`src/rtl/dcache_controller_if.sv`:
```
// Shared size encoding plus the two bus interfaces of the data cache controller:
// the LSU request/response port and the memory bus.
package dcache_pkg;
    typedef enum logic [1:0] {
        BYTE = 2'b00,
        HALF = 2'b01,
        WORD = 2'b10
    } memory_operation_size_e;
endpackage

// LSU side: master = load/store unit, slave = cache controller.
interface dcache_lsu_if #(parameter int XLEN = 32);
    logic                               req_valid;
    logic                               req_ready;
    logic [XLEN-1:0]                    req_addr;
    logic                               req_write;
    dcache_pkg::memory_operation_size_e req_size;
    logic [XLEN-1:0]                    req_wdata;
    logic                               rsp_valid;
    logic [XLEN-1:0]                    rsp_rdata;

    modport master (
        output req_valid, req_addr, req_write, req_size, req_wdata,
        input  req_ready, rsp_valid, rsp_rdata
    );
    modport slave (
        input  req_valid, req_addr, req_write, req_size, req_wdata,
        output req_ready, rsp_valid, rsp_rdata
    );
endinterface

// Memory side: master = cache controller, slave = memory.
interface dcache_mem_if #(parameter int XLEN = 32);
    logic                               req_valid;
    logic                               req_ready;
    logic [XLEN-1:0]                    req_addr;
    logic                               req_write;
    dcache_pkg::memory_operation_size_e req_size;
    logic [XLEN-1:0]                    req_wdata;
    logic                               rsp_valid;
    logic [XLEN-1:0]                    rsp_rdata;

    modport master (
        output req_valid, req_addr, req_write, req_size, req_wdata,
        input  req_ready, rsp_valid, rsp_rdata
    );
    modport slave (
        input  req_valid, req_addr, req_write, req_size, req_wdata,
        output req_ready, rsp_valid, rsp_rdata
    );
endinterface

```
`src/rtl/dcache_controller.sv`:
```
// Direct-mapped, write-through, no-write-allocate data cache controller.
// Owns the tag/valid array, performs hit/miss lookup, fills a missing line
// one word at a time from memory and steers every datalines control input.
module dcache_controller
    import dcache_pkg::*;
#(
    parameter int XLEN             = 32,
    parameter int NUM_SETS         = 4,
    parameter int SET_SIZE         = 2,
    parameter int WORDS_PER_LINE   = 8,
    parameter int WORD_SELECT_SIZE = 3,
    parameter int BYTE_SELECT_SIZE = 2
) (
    input  logic                        clk,
    input  logic                        reset,
    dcache_lsu_if.slave                 lsu,
    dcache_mem_if.master                mem,
    output logic                        dl_perform_write,
    output logic [SET_SIZE-1:0]         dl_set,
    output memory_operation_size_e      dl_op_size,
    output logic [WORD_SELECT_SIZE-1:0] dl_word_select,
    output logic [BYTE_SELECT_SIZE-1:0] dl_byte_select,
    output logic [XLEN-1:0]             dl_word_to_store,
    input  logic [XLEN-1:0]             dl_fetched_word
);

    localparam int TAG_SIZE = XLEN - SET_SIZE - WORD_SELECT_SIZE - BYTE_SELECT_SIZE;
    localparam logic [WORD_SELECT_SIZE-1:0] LAST_WORD = WORD_SELECT_SIZE'(WORDS_PER_LINE - 1);

    typedef enum logic [2:0] {
        S_IDLE,
        S_LOOKUP,
        S_FILL_REQ,
        S_FILL_WAIT,
        S_WRITE_MEM
    } state_e;

    state_e                              state_q, state_d;
    logic [XLEN-1:0]                     req_addr_q, req_addr_d;
    logic                                req_write_q, req_write_d;
    memory_operation_size_e              req_size_q, req_size_d;
    logic [XLEN-1:0]                     req_wdata_q, req_wdata_d;
    logic [WORD_SELECT_SIZE-1:0]         cnt_q, cnt_d;
    logic [NUM_SETS-1:0]                 valid_q, valid_d;
    logic [NUM_SETS-1:0][TAG_SIZE-1:0]   tag_q, tag_d;

    // Address fields of the registered request: {tag, set, word, byte}.
    logic [TAG_SIZE-1:0]         req_tag;
    logic [SET_SIZE-1:0]         req_set;
    logic [WORD_SELECT_SIZE-1:0] req_word;
    logic [BYTE_SELECT_SIZE-1:0] req_byte;
    logic                        hit;

    assign req_tag  = req_addr_q[XLEN-1 -: TAG_SIZE];
    assign req_set  = req_addr_q[BYTE_SELECT_SIZE + WORD_SELECT_SIZE +: SET_SIZE];
    assign req_word = req_addr_q[BYTE_SELECT_SIZE +: WORD_SELECT_SIZE];
    assign req_byte = req_addr_q[BYTE_SELECT_SIZE-1:0];
    assign hit      = valid_q[req_set] && (tag_q[req_set] == req_tag);

    // State, request register, fill counter and tag/valid array.
    always_ff @(posedge clk or posedge reset) begin
        if (reset) begin
            state_q     <= S_IDLE;
            req_addr_q  <= '0;
            req_write_q <= 1'b0;
            req_size_q  <= WORD;
            req_wdata_q <= '0;
            cnt_q       <= '0;
            valid_q     <= '0;
            tag_q       <= '0;
        end else begin
            state_q     <= state_d;
            req_addr_q  <= req_addr_d;
            req_write_q <= req_write_d;
            req_size_q  <= req_size_d;
            req_wdata_q <= req_wdata_d;
            cnt_q       <= cnt_d;
            valid_q     <= valid_d;
            tag_q       <= tag_d;
        end
    end

    // Next-state logic plus all LSU, memory and datalines outputs.
    always_comb begin
        state_d     = state_q;
        req_addr_d  = req_addr_q;
        req_write_d = req_write_q;
        req_size_d  = req_size_q;
        req_wdata_d = req_wdata_q;
        cnt_d       = cnt_q;
        valid_d     = valid_q;
        tag_d       = tag_q;

        lsu.req_ready = 1'b0;
        lsu.rsp_valid = 1'b0;
        lsu.rsp_rdata = '0;

        mem.req_valid = 1'b0;
        mem.req_addr  = '0;
        mem.req_write = 1'b0;
        mem.req_size  = WORD;
        mem.req_wdata = '0;

        // Datalines normally follow the request register; the fill states
        // override word select and size to stream whole words in.
        dl_perform_write = 1'b0;
        dl_set           = req_set;
        dl_op_size       = req_size_q;
        dl_word_select   = req_word;
        dl_byte_select   = req_byte;
        dl_word_to_store = req_wdata_q;

        unique case (state_q)
            S_IDLE: begin
                lsu.req_ready = 1'b1;
                if (lsu.req_valid) begin
                    req_addr_d  = lsu.req_addr;
                    req_write_d = lsu.req_write;
                    req_size_d  = lsu.req_size;
                    req_wdata_d = lsu.req_wdata;
                    state_d     = S_LOOKUP;
                end
            end

            S_LOOKUP: begin
                if (req_write_q) begin
                    // No-write-allocate: only a hit updates the line.
                    dl_perform_write = hit;
                    state_d          = S_WRITE_MEM;
                end else if (hit) begin
                    lsu.rsp_valid = 1'b1;
                    lsu.rsp_rdata = dl_fetched_word;
                    state_d       = S_IDLE;
                end else begin
                    cnt_d   = '0;
                    state_d = S_FILL_REQ;
                end
            end

            S_FILL_REQ: begin
                dl_op_size     = WORD;
                dl_word_select = cnt_q;
                dl_byte_select = '0;
                mem.req_valid  = 1'b1;
                mem.req_addr   = {req_tag, req_set, cnt_q, {BYTE_SELECT_SIZE{1'b0}}};
                mem.req_write  = 1'b0;
                mem.req_size   = WORD;
                if (mem.req_ready) begin
                    state_d = S_FILL_WAIT;
                end
            end

            S_FILL_WAIT: begin
                dl_op_size       = WORD;
                dl_word_select   = cnt_q;
                dl_byte_select   = '0;
                dl_word_to_store = mem.rsp_rdata;
                if (mem.rsp_valid) begin
                    dl_perform_write = 1'b1;
                    if (cnt_q == LAST_WORD) begin
                        // Line complete: mark valid and replay the lookup,
                        // which now hits.
                        valid_d[req_set] = 1'b1;
                        tag_d[req_set]   = req_tag;
                        state_d          = S_LOOKUP;
                    end else begin
                        cnt_d   = cnt_q + 1'b1;
                        state_d = S_FILL_REQ;
                    end
                end
            end

            S_WRITE_MEM: begin
                mem.req_valid = 1'b1;
                mem.req_addr  = req_addr_q;
                mem.req_write = 1'b1;
                mem.req_size  = req_size_q;
                mem.req_wdata = req_wdata_q;
                if (mem.req_ready) begin
                    // Writes are posted; completion is the accepted request.
                    lsu.rsp_valid = 1'b1;
                    state_d       = S_IDLE;
                end
            end

            default: state_d = S_IDLE;
        endcase
    end

endmodule

```
`src/flat_wrapper.sv`:
```
// flat-port wrapper written by rule: the top's interface ports become plain ports
module dcache_controller_flat import dcache_pkg::*;
#(
    parameter int XLEN             = 32,
    parameter int NUM_SETS         = 4,
    parameter int SET_SIZE         = 2,
    parameter int WORDS_PER_LINE   = 8,
    parameter int WORD_SELECT_SIZE = 3,
    parameter int BYTE_SELECT_SIZE = 2
)
  (clk, reset, dl_perform_write, dl_set, dl_op_size, dl_word_select, dl_byte_select, dl_word_to_store, dl_fetched_word, lsu_req_valid, lsu_req_addr, lsu_req_write, lsu_req_size, lsu_req_wdata, lsu_req_ready, lsu_rsp_valid, lsu_rsp_rdata, mem_req_valid, mem_req_addr, mem_req_write, mem_req_size, mem_req_wdata, mem_req_ready, mem_rsp_valid, mem_rsp_rdata);
  dcache_lsu_if #(.XLEN(XLEN)) lsu_i ();
  dcache_mem_if #(.XLEN(XLEN)) mem_i ();
  input  logic clk;
  input  logic reset;
  output logic dl_perform_write;
  output logic [SET_SIZE-1:0] dl_set;
  output memory_operation_size_e dl_op_size;
  output logic [WORD_SELECT_SIZE-1:0] dl_word_select;
  output logic [BYTE_SELECT_SIZE-1:0] dl_byte_select;
  output logic [XLEN-1:0] dl_word_to_store;
  input  logic [XLEN-1:0] dl_fetched_word;
  input wire logic [$bits(lsu_i.req_valid)-1:0] lsu_req_valid;
  input wire logic [$bits(lsu_i.req_addr)-1:0] lsu_req_addr;
  input wire logic [$bits(lsu_i.req_write)-1:0] lsu_req_write;
  input wire logic [$bits(lsu_i.req_size)-1:0] lsu_req_size;
  input wire logic [$bits(lsu_i.req_wdata)-1:0] lsu_req_wdata;
  output wire logic [$bits(lsu_i.req_ready)-1:0] lsu_req_ready;
  output wire logic [$bits(lsu_i.rsp_valid)-1:0] lsu_rsp_valid;
  output wire logic [$bits(lsu_i.rsp_rdata)-1:0] lsu_rsp_rdata;
  output wire logic [$bits(mem_i.req_valid)-1:0] mem_req_valid;
  output wire logic [$bits(mem_i.req_addr)-1:0] mem_req_addr;
  output wire logic [$bits(mem_i.req_write)-1:0] mem_req_write;
  output wire logic [$bits(mem_i.req_size)-1:0] mem_req_size;
  output wire logic [$bits(mem_i.req_wdata)-1:0] mem_req_wdata;
  input wire logic [$bits(mem_i.req_ready)-1:0] mem_req_ready;
  input wire logic [$bits(mem_i.rsp_valid)-1:0] mem_rsp_valid;
  input wire logic [$bits(mem_i.rsp_rdata)-1:0] mem_rsp_rdata;
  assign lsu_i.req_valid = lsu_req_valid;
  assign lsu_i.req_addr = lsu_req_addr;
  assign lsu_i.req_write = lsu_req_write;
  assign lsu_i.req_size = lsu_req_size;
  assign lsu_i.req_wdata = lsu_req_wdata;
  assign lsu_req_ready = lsu_i.req_ready;
  assign lsu_rsp_valid = lsu_i.rsp_valid;
  assign lsu_rsp_rdata = lsu_i.rsp_rdata;
  assign mem_req_valid = mem_i.req_valid;
  assign mem_req_addr = mem_i.req_addr;
  assign mem_req_write = mem_i.req_write;
  assign mem_req_size = mem_i.req_size;
  assign mem_req_wdata = mem_i.req_wdata;
  assign mem_i.req_ready = mem_req_ready;
  assign mem_i.rsp_valid = mem_rsp_valid;
  assign mem_i.rsp_rdata = mem_rsp_rdata;
  dcache_controller #(.XLEN(XLEN), .NUM_SETS(NUM_SETS), .SET_SIZE(SET_SIZE), .WORDS_PER_LINE(WORDS_PER_LINE), .WORD_SELECT_SIZE(WORD_SELECT_SIZE), .BYTE_SELECT_SIZE(BYTE_SELECT_SIZE)) u_core (.clk(clk), .reset(reset), .lsu(lsu_i), .mem(mem_i), .dl_perform_write(dl_perform_write), .dl_set(dl_set), .dl_op_size(dl_op_size), .dl_word_select(dl_word_select), .dl_byte_select(dl_byte_select), .dl_word_to_store(dl_word_to_store), .dl_fetched_word(dl_fetched_word));
endmodule
```
`config.mk`:
```
export PLATFORM = sky130hd
export DESIGN_NAME = dcache_controller_flat
export DESIGN_NICKNAME = d
export VERILOG_FILES = /design/src/rtl/dcache_controller_if.sv /design/src/rtl/dcache_controller.sv /design/src/flat_wrapper.sv
export SDC_FILE = /design/constraint.sdc
export NUM_CORES = 1
export LEC_CHECK = 0
export CORE_ASPECT_RATIO = 1.2
export CORE_MARGIN = 3
export CORE_UTILIZATION = 52
export DETAILED_ROUTE_END_ITERATION = 6
export GPL_TIMING_DRIVEN = 0
export PLACE_DENSITY = 0.88
export REMOVE_ABC_BUFFERS = 1
export SETUP_SLACK_MARGIN = 0.4
export SLEW_MARGIN = 15
export SYNTH_ARGS = -nofsm -noshare
export SYNTH_HDL_FRONTEND = slang
export SYNTH_SLANG_ARGS = --single-unit
```
`constraint.sdc`:
```
create_clock -name clk -period 11.9 [get_ports clk]
set_clock_uncertainty 0.2 [all_clocks]
set_input_delay 1.785 -clock clk [delete_from_list [all_inputs] [get_ports clk]]
set_output_delay 1.785 -clock clk [all_outputs]
set_load 0.01 [all_outputs]
```
# --- Word-level counts from Yosys, hierarchy flattened ---
# Index checks and enable logic that the tools add are counted.
totals:
  wordCells: 80
  in_bits: 136
  output_inout_bits: 144
  ff_bits: 177
op_classes:
  n_bitwise: 1
  addsub: 1
  magnitude_cmp: 2
  n_reduce_logical: 10
  muxes: 42
  n_eq_ne: 13
op_table:
  columns: ["op", "n"]
  rows:
  - ["$mux 32", 5]
  - ["$bwmux 100", 1]
  - ["$pmux 32 s2", 1]
  - ["$bmux 25 s2", 1]
  - ["$demux 25 s2", 1]
  - ["$mux 25", 2]
  - ["$mux 3", 10]
  - ["$eq 25x25->1", 1]
  - ["$pmux 3 s5", 1]
  - ["$ne 2x2->1 const B", 7]
  - ["$mux 1", 10]
  - ["$mux 2", 5]
  - ["$eq 3x2->1 const B", 2]
  - ["$eq 3x3->1 const B", 2]
  - ["$pmux 3 s2", 1]
  - ["$reduce_and 5->1", 1]
  - ["$or 4x4->4", 1]
  - ["$pmux 1 s2", 2]
  - ["$reduce_and 4->1", 1]
  - ["$reduce_or 2->1", 2]
  - ["$add 3x1->3 const B", 1]
  - ["$eq 3x1->1 const B", 1]
  - ["$logic_not 3->1", 1]
  - ["$lt 2x3->1 const B", 1]
  - ["other kinds (7)", 8]

# --- Depth between registers and ports, before layout ---
depth:
  word_depth: 7
  ltp_mapped: 10

# --- Least setup slack after synthesis ---
# Ideal clock, no wire load.
synth_timing:
  kind: "flip-flop to output port"
  from: "register u_core.req_addr_q[6]"
  to: "output lsu_rsp_rdata[10]"
  path_slack_ns: 7.779
  arrival_time_ns: 2.136
  path_buffers: 3
  required_time_ns: 9.915
  path_stages_with_launch: 9
  path_cell_list: "dfrtp_1 -> buf_6 -> buf_12 -> mux4_2 -> xor2_1 -> nor4_2 -> nand4_2 -> buf_6 -> nor3_2"
synth_via:
  elab_chain_len: 7
  word_cells_on_any_way: 9
  cone_classes: "1 x eq/ne; 7 x mux; 1 x reduce/logical"
synth_rtl:
  columns: ["item", "line", "text"]
  rows:
  - ["start: declaration", "dcache_controller.sv:39", "logic [XLEN-1:0] req_addr_q, req_addr_d;"]
  - ["start signal: assignment", "dcache_controller.sv:73", "req_addr_q <= req_addr_d;"]
  - ["$bmux 25 s2", "dcache_controller.sv:58", "assign hit = valid_q[req_set] && (tag_q[req_set] == req_tag);"]
  - ["$mux 25 (implied by the code)", "dcache_controller.sv:58", null]
  - ["$eq 25x25->1", "dcache_controller.sv:58", null]
  - ["$logic_and 1x1->1 *", "dcache_controller.sv:58", null]
  - ["$mux 32 *", "dcache_controller.sv:130", "end else if (hit) begin"]
  - ["$mux 32 *", "dcache_controller.sv:126", "if (req_write_q) begin"]
  - ["$mux 32 *", "dcache_controller.sv:113", "unique case (state_q)"]
  - ["end: declaration", "flat_wrapper.sv:30", "output wire logic [$bits(lsu_i.rsp_rdata)-1:0] lsu_rsp_rdata;"]
# Every way passes the cells marked *; elsewhere a longest branch is shown, timed or not. The select of a mux whose other input is x is not followed.

# --- Worst setup path in the final report ---
layout_timing:
  from: "register u_core.req_addr_q[6]"
  to: "output lsu_rsp_rdata[8]"
# Same word-level chain as after synthesis.

==> results.py <==
metrics = {
    "status": {
        "outcome": "finished clean",
    },
    "critical_path": {
        "critical_path_startpoint_category": "flop",
        "worst_r2r_endpoint": "u_core.tag_q[39]",
        "critical_path.endpoint_type": "output port",
        "worstPathMaxFanout": 32,
        "critical_path_required_ns": 9.92,
        "reg2reg_depth": 8,
        "worstPathArrival_ns": 4.89,
        "r2r_setup_slack_ns": 8.56,
        "path_class": "flop to output port",
        "worst_r2r_startpoint": "u_core.state_q[0]",
    },
    "placed_design": {
        "place_inst": 1188,
        "gp_congestion": 0.851,
        "numPortBuffers": 279,
        "place_worst_setup_slack_ns": 5.46,
        "detailedPlacementHpwl_mm": 17.5,
    },
    "hold_path": {
        "hold_start": "u_core.valid_q[1]",
        "worstHoldPathType": "flop to flop",
        "count_of_cells_along_the_worst_hold_path": 1,
        "min_to": "u_core.valid_q[1]",
    },
    "clocking": {
        "clk_latency_ns": 0.44,
        "clkSlewWorstSetupHoldPaths_ns": 0.06,
        "cts_resized": 0,
        "clk_path_buf_depth": 2,
        "cts-htree-levels": 4,
        "post_cts_repair_setup_buffers": 0,
        "postCtsHoldBufs": 0,
        "cts.sink_count": 177,
        "cts_tree": "done",
        "numCtsBuffers": 17,
        "root_buf_cell": "sky130_fd_sc_hd__clkbuf_16",
    },
    "grt": {
        "groute.layer.met2.usage_pct": 43.8,
        "first_global_vias": 6993,
        "grtUsageTotal_pct": 25.6,
        "grt_pass1_wl_mm": 39.0,
        "global_route.usage.met3_pct": 6.21,
        "globalRouteMet1Util_pct": 31.1,
        "gr-max-usage-layer": "met2",
        "initial_antenna_violation_count": 1,
        "globalRoute.totalOverflow": 0,
        "grt_start_max_net_pins": 102,
    },
    "timing": {
        "fin_hold_viols": 0,
        "worst_pin_slew_ns": 1.17,
        "maxSlewHeadroom_pct": 21.6,
        "max_freq_ghz": 0.145,
        "finalWorstSetupSlack_ns": 5.03,
        "fin_crit_sh_pct": 57.8,
        "final_max_tran_viols": 0,
        "setup-violations-final": 0,
        "rsz0062_at_grt": "no",
        "period_minus_slack_ns": 6.87,
        "final_total_negative_setup_slack_ns": 0,
    },
    "synth": {
        "seq_total_area_yosys_pct": 47.4,
        "yosysUniqueCellTypes": 50,
        "yosys_warnings": 0,
        "netlist_area_um2": 9340,
        "postSynthAreaPerCell_um2": 12.8,
        "syn_inst": 727,
        "synth.ff_latch_count": 177,
    },
    "route": {
        "postRouteWirelength_mm": 24.5,
        "drt-pass1-iter-count": 4,
        "drt_iter0_markers": 364,
        "wire_per_inst_um": 20.1,
        "drcViolationCount": 0,
        "antenna_violating_nets_post_route": 0,
        "via_count": 6703,
        "route.detailed.vias_per_inst": 5.49,
    },
    "power": {
        "vdd.ir_drop.worst_uv": 130,
        "pwr_density_cell_nw_per_um2": 205,
        "total_leakage_power_nw": 5.60,
    },
    "die": {
        "floorplan.core_area_um2": 17600,
        "die_y_um": 153,
        "rows": 53,
        "initial_utilization_pct": 53.1,
        "die_width_um": 128,
        "die_area_um2": 19600,
        "num_ports": 280,
    },
    "run": {
        "drv_cap": 0,
    },
    "finish": {
        "layout.cells.most_common_list": "sky130_fd_sc_hd__clkdlybuf4s50_1 (279), sky130_fd_sc_hd__mux2_2 (194), sky130_fd_sc_hd__dfrtp_1 (174)",
        "layout.cells.non_filler": 1220,
        "fin_nets": 1125,
        "final_common_cell": "sky130_fd_sc_hd__clkdlybuf4s50_1",
        "final_layout_size_suffix_gt1_share_pct": 30.8,
        "area_growth_syn_to_layout_pct": 39.4,
        "diodes": 0,
    },
}
## worst max path at each step
stage	depth (start not counted)	endpoint	startpoint	slack [ns]
final	8	lsu_rsp_rdata[8]	u_core.req_addr_q[6]	5.03
after global routing	8	lsu_rsp_rdata[2]	u_core.req_addr_q[6]	4.80
after CTS	8	lsu_rsp_rdata[2]	u_core.req_addr_q[6]	4.98
after detailed placement	8	lsu_rsp_rdata[2]	u_core.req_addr_q[6]	5.46
after global placement	2	u_core.tag_q[85]	reset	2.72
after floorplan	1	u_core.cnt_q[0]	reset	5.11
## Yosys cell counts, drive strengths merged
cell type  number  area (µm²)
mux2          203        2290
dfrtp         176        4400
and2           66         413
nor3           36         335
inv            33         124
buf            31         206
nand2          25        93.8
mux4           21         484
xnor2          21         184
clkbuf         18        67.6
mux2i          13         143
nor2           11        46.3
nand3           9        50.1
nand2b          8        50.1
a21oi           7        35.0
nand4           7        50.1
xor2            6        52.6
nor2b           5        31.3
or3             4        25.0
nand3b          3        22.5
nor4            3        40.0
o21ai           3        15.0
or2             3        18.8
a31oi           2        12.5
ha              2        25.0
a211o           1        8.76
a211oi          1        12.5
a22o            1        8.76
dfstp           1        26.3
nand4b          1        8.76
nor3b           1        7.51
nor4b           1        15.0
o2111ai         1        8.76
o211ai          1        7.51
o2bb2a          1        10.0
o32a            1        10.0
## metal layers
metal | wire length [µm] | vias to the layer above
met1 | 9680 | 3345
met4 | 862 | 0
met3 | 1440 | 59
met5 | 0 | -
li1 | - | 3068
met2 | 12500 | 231
## per-stage QoR
stage                     util (%)  cell area [µm²]  total power (W)  hold WS (ns)
after detailed placement      70.7            12400          0.00211         0.251
after global routing          74.1            13000          0.00281         0.296
after global placement        69.0            12100          0.00205         0.244
after CTS                     74.1            13000          0.00269         0.266
after floorplan                  -             9060          0.00153         0.229
final                         74.1            13000          0.00267         0.265
## report_power, final
group | switching, W | internal [W]
Sequential | 0.000214 | 0.000753
Combinational | 0.000471 | 0.000669
Clock | 0.000239 | 0.000320
## kinds of logic after synthesis
group,after synthesis,share of synthesized area [%]
fa+ha+maj,2,0.268
compound gates,19,1.38
mux,237,31.2
xor+xnor,27,2.53
buf+inv,82,4.26
flops,177,47.4
simple gates,183,12.9
## flip-flops by register name, summed over array words and instances, names as in the netlist
signal              count
u_core.req_wdata_q     32
u_core.tag_q          100
u_core.req_write_q      1
u_core.req_addr_q      32
u_core.valid_q          4
u_core.state_q          3
u_core.req_size_q       2
u_core.cnt_q            3
## critical path: stages, from the launching register on
cell and delay [ns]:
sky130_fd_sc_hd__dfrtp_2 0.81, sky130_fd_sc_hd__buf_12 0.28, sky130_fd_sc_hd__mux4_2 0.53, sky130_fd_sc_hd__xnor2_1 0.30, sky130_fd_sc_hd__o211ai_1 0.16, sky130_fd_sc_hd__nor3_1 0.28, sky130_fd_sc_hd__nand4_2 0.95, sky130_fd_sc_hd__nor3_2 0.50
sky130_fd_sc_hd__clkdlybuf4s50_1 0.61
## cell type report
cell class,instances,area [µm²]
clock inverter,13,135
fill,1124,4550
clock buffer,19,453
tap,220,275
sequential,177,4430
inverter,33,131
multi-input combinational,468,4550
timing repair buffer,290,3040
No activity file was read; power rests on OpenSTA's default activity.
==> variant 1, RTL diff (config.mk and constraints unchanged) <==
`XLEN` is set to 32 in 4 places; all go to 36.
--- a/src/rtl/dcache_controller_if.sv
+++ b/src/rtl/dcache_controller_if.sv
@@ -11,3 +11,3 @@
 // LSU side: master = load/store unit, slave = cache controller.
-interface dcache_lsu_if #(parameter int XLEN = 32);
+interface dcache_lsu_if #(parameter int XLEN = 36);
     logic                               req_valid;
@@ -32,3 +32,3 @@
 // Memory side: master = cache controller, slave = memory.
-interface dcache_mem_if #(parameter int XLEN = 32);
+interface dcache_mem_if #(parameter int XLEN = 36);
     logic                               req_valid;
--- a/src/rtl/dcache_controller.sv
+++ b/src/rtl/dcache_controller.sv
@@ -6,3 +6,3 @@
 #(
-    parameter int XLEN             = 32,
+    parameter int XLEN             = 36,
     parameter int NUM_SETS         = 4,
--- a/src/flat_wrapper.sv
+++ b/src/flat_wrapper.sv
@@ -3,3 +3,3 @@
 #(
-    parameter int XLEN             = 32,
+    parameter int XLEN             = 36,
     parameter int NUM_SETS         = 4,
Interface: changed (8 resized); port bits go from 280 to 312. The function was not compared with the original's and may differ.
==> variant 1 against the original RTL <==
Largest power group unchanged; total power rose by 15%; synthesized area rose by 11%; global-route usage is 1.4 points higher; wire length is 19% higher; maximum frequency is 5.8% higher; sequential cell count is 24 higher; count of clock-buffer cells in the layout rose by 8; design area up 12%; final cell count increased by 15%; setup slack better by 380 ps.
==> variant 1: results (changes against the original RTL) <==
stage,metric,value,unit,change
cts,# resized after CTS,0,,unchanged
drt,DRC,0,,unchanged
critical_path,r2r endpoint,u_core.state_q[1],,was u_core.tag_q[39]
grt,initial antenna violation count,6,,was 1
cts,Post-CTS Setup Bufs,0,,unchanged
critical_path,CP Max Fanout,36,,was 32
critical_path,R2R Setup Slk,8450,ps,was 8560 ps
cts,Max H-tree Level,1,,was 4
synth,Yosys warnings,0,,unchanged
drt,WL per Instance,20.9,um,was 20.1 um
synth,top area cells in the synthesized netlist,"dfrtp_1 48%, mux2_2 24%, mux4_2 4.3%",,"was dfrtp_1 47%, mux2_2 23%, and2_1 4.4%"
drt,router iterations before antenna repair,4,,unchanged
place,Post-Place Cells,1355,,was 1188
sta,Worst Max-Slew Pin Slew,963,ps,was 1170 ps
place,Routability Congestion,0.841,,was 0.851
synth,library cells used by synthesis,49,,was 50
outcome,status,"complete, no violations",,unchanged
grt,first-pass GRT wire length,46.1,mm,was 39.0 mm
critical_path,FF-to-FF path depth,7,,was 8
cts,TritonCTS Buffers,22,,was 17
synth,"Seq/Total Area, Yosys",48.6,%,was 47.4%
min_path,Hold Path Class,flip-flop to flip-flop,,unchanged
place,Final HPWL DP,21.1,mm,was 17.5 mm
drt,DRT Wirelength,29.3,mm,was 24.5 mm
min_path,Hold Crit Depth,1,,unchanged
power,Pleak,6.34,nW,was 5.60 nW
cts,clk_lat worst skew,510,ps,was 440 ps
synth,commonest cells in the netlist,"220 x mux2_2, 200 x dfrtp_1, 69 x and2_1, 43 x inv_1, 36 x nor3_2",,"was 194 x mux2_2, 176 x dfrtp_1, 66 x and2_1, 33 x inv_1, 31 x nor3_2"
power,peak supply drop,0.135,mV,was 0.130 mV
cells_and_area,nets,1277,,was 1125
critical_path,CP arrival,4510,ps,was 4890 ps
critical_path,Worst R2R Start,u_core.req_addr_q[5],,was u_core.state_q[0]
place,port buffer count,311,,was 279
min_path,hold_sp,u_core.valid_q[3],,was u_core.valid_q[1]
min_path,hold path endpoint,u_core.valid_q[3],,was u_core.valid_q[1]
cts,root buffer cell,clkbuf_16,,unchanged
cts,clock buffer depth,3,,was 2
grt,largest net degree at the start of global routing,103,,was 102
drt,Initial DRC Count,370,,was 364
cells_and_area,fraction of layout instances using a drive strength above 1,31.5,%,was 30.8%
cts,"CTS clk-pin slew, worst paths",70,ps,
drt,Vias/cell,5.45,,was 5.49
synth,Avg Synthesized Cell Area,12.6,um^2,was 12.8 um^2
synth,Post-synth EDFFs,0,,unchanged
cells_and_area,largest registers,"u_core.tag_q: 116 flops, u_core.req_addr_q: 36 flops, u_core.req_wdata_q: 36 flops",,"was u_core.tag_q: 100 flops, u_core.req_addr_q: 32 flops, u_core.req_wdata_q: 32 flops"
grt,Total GRT Usage,27.0,%,was 25.6%
synth,ys async rst share,100,%,unchanged
place,dpl cell area,0.0139,mm^2,was 0.0124 mm^2
grt,vias in the first global route,8325,,was 6993
==> variant 1: cell types whose count changed after synthesis, sizes merged, moves of 4 or more <==
cell / change
nand2: +9
clkbuf: +14
inv: +11
nor3: +8
dfrtp: +24
nand3: -4
mux2i: +6
buf: -5
mux2: +18
o21ai: +12
==> variant 1: power breakdown <==
group / switching (W) / total, W / leakage (nW) / internal, W
Combinational: 0.000532 / 0.00126 / 3.35 / 0.000726
Clock: 0.000282 / 0.000697 / 0.357 / 0.000415
Sequential: 0.000231 / 0.00110 / 2.63 / 0.000870
Total: 0.00104 / 0.00306 / 6.34 / 0.00201
==> variant 1: final cells by class <==
cell class	count	area [um^2]
Antenna cell	5	12.5
Sequential cell	201	5030
Timing Repair Buffer	338	3440
Fill cell	1252	4570
Inverter	44	173
Multi-Input combinational cell	516	4920
Clock buffer	27	579
Clock inverter	12	159
Tap cell	256	320
==> variant 1: worst max-delay path by stage <==
stage	slack, ps	cells past startpoint	startpoint	end
global placement	1790	2	reset	u_core.req_addr_q[9]
CTS	5420	9	u_core.req_addr_q[5]	lsu_rsp_rdata[24]
detailed placement	5990	9	u_core.req_addr_q[5]	lsu_rsp_rdata[24]
global route	5270	9	u_core.req_addr_q[5]	lsu_rsp_rdata[24]
floorplan	4430	1	reset	u_core.cnt_q[0]
finish	5400	9	u_core.req_addr_q[5]	lsu_rsp_rdata[24]
==> variant 1: critical path: stages, from the launching register on <==
cell and delay [ps]:
dfrtp_2 710, buf_12 280, mux2_2 390, a222oi_1 460, o2111ai_1 180, nor4_2 520
nand4_4 250, buf_12 300, nor3_2 260, clkdlybuf4s50_1 620
==> variant 1: per-layer routing <==
layer | part of all wire [%] | GRT usage [%] | vias to the layer above
met1 | 39 | 33.4 | 3855
met2 | 52 | 46.2 | 246
met4 | 2.3 | 8.47 | 4
met5 | 0.072 | 0 | -
met3 | 6.9 | 7.02 | 49
li1 | - | - | 3472
==> variant 1: stage by stage <==
step           hold slack, ps  total power (W)  worst slack, ps
6_report                  271          0.00306             5400
5_1_grt                   292          0.00322             5270
4_1_cts                   275          0.00308             5420
3_5_place_dp              256          0.00236             5990
3_3_place_gp              249          0.00230             1790
2_1_floorplan             234          0.00173             4430
==> variant 1: cell families after synthesis <==
kind of cell               synth area share, %
muxes                                     30.3
DFF                                       48.6
and+or+nand+nor                           11.5
buffers and inverters                     4.39
AOI/OAI and AO/OA                         2.71
xor gates and xnor gates                  2.37
adders and majority gates                0.242
==> variant 2, RTL diff (same flow settings) <==
Without the edit above. `req_addr_q` no longer has a reset.
--- a/src/rtl/dcache_controller.sv
+++ b/src/rtl/dcache_controller.sv
@@ -63,3 +63,2 @@
             state_q     <= S_IDLE;
-            req_addr_q  <= '0;
             req_write_q <= 1'b0;
@@ -72,3 +71,2 @@
             state_q     <= state_d;
-            req_addr_q  <= req_addr_d;
             req_write_q <= req_write_d;
@@ -80,2 +78,6 @@
         end
+    end
+
+    always_ff @(posedge clk) begin
+        req_addr_q <= req_addr_d;
     end
Behaviour: not the same (Yosys sat finds a counterexample within 4 cycles, from zero or initial values and one cycle with reset high).
==> variant 2 against the original RTL <==
Design area shrank 2.6%; hold slack gained 2.7 ps; synthesized area shrank 3.4%; utilization grew 0.85 points; total power shrank 17%; critical endpoint is now lsu_rsp_rdata[1]; setup slack gained 190 ps; sequential cell count is the same; wire length shrank 5.3%.
==> variant 2: results (changes against the original RTL) <==
stage,metric,value,unit,change
place,Final HPWL DP,16.5,mm,was 17.5 mm
critical_path,R2R Setup Slk,8320,ps,was 8560 ps
grt,largest net degree at the start of global routing,86,,was 102
synth,Synth Area in Compound Gates,2.55,%,was 1.38%
synth,Post-synth EDFFs,32,,was 0
synth,mux contribution to synthesized area,27.8,%,was 31.2%
critical_path,CP Max Fanout,14,,was 32
critical_path,slowest CP cell,edfxtp_1,,was nand4_2
synth,library cells used by synthesis,53,,was 50
drt,Initial DRC Count,253,,was 364
grt,vias in the first global route,6551,,was 6993
synth,Avg Synthesized Cell Area,13.1,um^2,was 12.8 um^2
grt,first-pass GRT wire length,36.2,mm,was 39.0 mm
critical_path,FF-to-FF path depth,9,,was 8
cells_and_area,fin cells,1186,,was 1220
critical_path,"slowest stage delay, CP",770,ps,was 950 ps
synth,"Seq/Total Area, Yosys",50.9,%,was 47.4%
min_path,hold path endpoint,u_core.valid_q[3],,was u_core.valid_q[1]
cells_and_area,fraction of layout instances using a drive strength above 1,27.1,%,was 30.8%
drt,Vias,6361,,was 6703
min_path,hold_sp,u_core.valid_q[3],,was u_core.valid_q[1]
power,Pleak,5.41,nW,was 5.60 nW
cells_and_area,nets,1095,,was 1125
outcome,status,"complete, no violations",,unchanged
critical_path,r2r endpoint,u_core.state_q[1],,was u_core.tag_q[39]
[variant 2: cell count changes in the layout (fill, tap and decap cells not counted), moves of 7 or more]
| cell | before | now |
|---|---|---|
| nor3_1 | 5 | 13 |
| mux2_1 | 9 | 0 |
| mux2_2 | 194 | 167 |
| edfxtp_1 | 0 | 32 |
| mux2i_1 | 12 | 21 |
| nor3_2 | 31 | 20 |
| mux4_2 | 18 | 11 |
| dfrtp_1 | 174 | 144 |
[variant 2: worst max-delay path by stage]
| stage | from | to | slack [ps] | cells past startpoint |
|---|---|---|---|---|
| after floorplan | u_core.req_addr_q[6] | lsu_rsp_valid | 5590 | 6 |
| after global placement | reset | u_core.req_wdata_q[14] | 4000 | 2 |
| after detailed placement | u_core.req_addr_q[6] | lsu_rsp_rdata[1] | 5700 | 12 |
| after CTS | u_core.req_addr_q[6] | lsu_rsp_rdata[1] | 5200 | 12 |
| after global routing | u_core.req_addr_q[6] | lsu_rsp_rdata[1] | 4970 | 12 |
| final | u_core.req_addr_q[6] | lsu_rsp_rdata[1] | 5220 | 12 |
[variant 2: kinds of logic after synthesis]
family                   after synthesis
AO/OA/AOI/OAI                         31
buffers and inverters                 81
AND/OR/NAND/NOR                      169
flip-flops                           177
adder cells (fa/ha/maj)                2
XOR/XNOR                              23
multiplexers                         206
[variant 2: critical path: cells and delay by family, from the launching register on]
kind	cells	cell delay (ps)
DFF	1	770
AOI/OAI and AO/OA	2	560
and+or+nand+nor	3	960
buffers and inverters	6	1700
muxes	1	260
[variant 2: power groups by stage]
stage	clock network, W	logic, W	registers (W)
floorplan	0	0.000420	0.000803
global placement	0	0.000816	0.000841
detailed placement	0	0.000872	0.000834
CTS	0.000528	0.000878	0.000824
global route	0.000555	0.000922	0.000841
finish	0.000519	0.000864	0.000826
[variant 2: cell type report]
cell class	count	area, um^2
flip-flops and latches	177	4590
inverters	35	139
repair buffers	295	3070
fillers	1113	4240
well taps	216	270
clock inverters	9	86.3
multi-input cells	431	4060
clock buffers	23	458
[variant 2: through the flow]
step / worst slack, ps / instance area, um^2 / hold slack (ps)
floorplan: 5590 / 8740 / 234
global placement: 4000 / 11800 / 251
detailed placement: 5700 / 12100 / 254
CTS: 5200 / 12700 / 273
global route: 4970 / 12700 / 292
finish: 5220 / 12700 / 267
[variant 2: routing by layer]
| metal | wire (um) | vias to the layer above | track usage, % |
|---|---|---|---|
| li1 | - | 2958 | - |
| met1 | 9060 | 3163 | 29.9 |
| met2 | 12400 | 201 | 43.6 |
| met3 | 1240 | 37 | 5.22 |
| met4 | 484 | 2 | 7.73 |
| met5 | 13 | - | 0 |
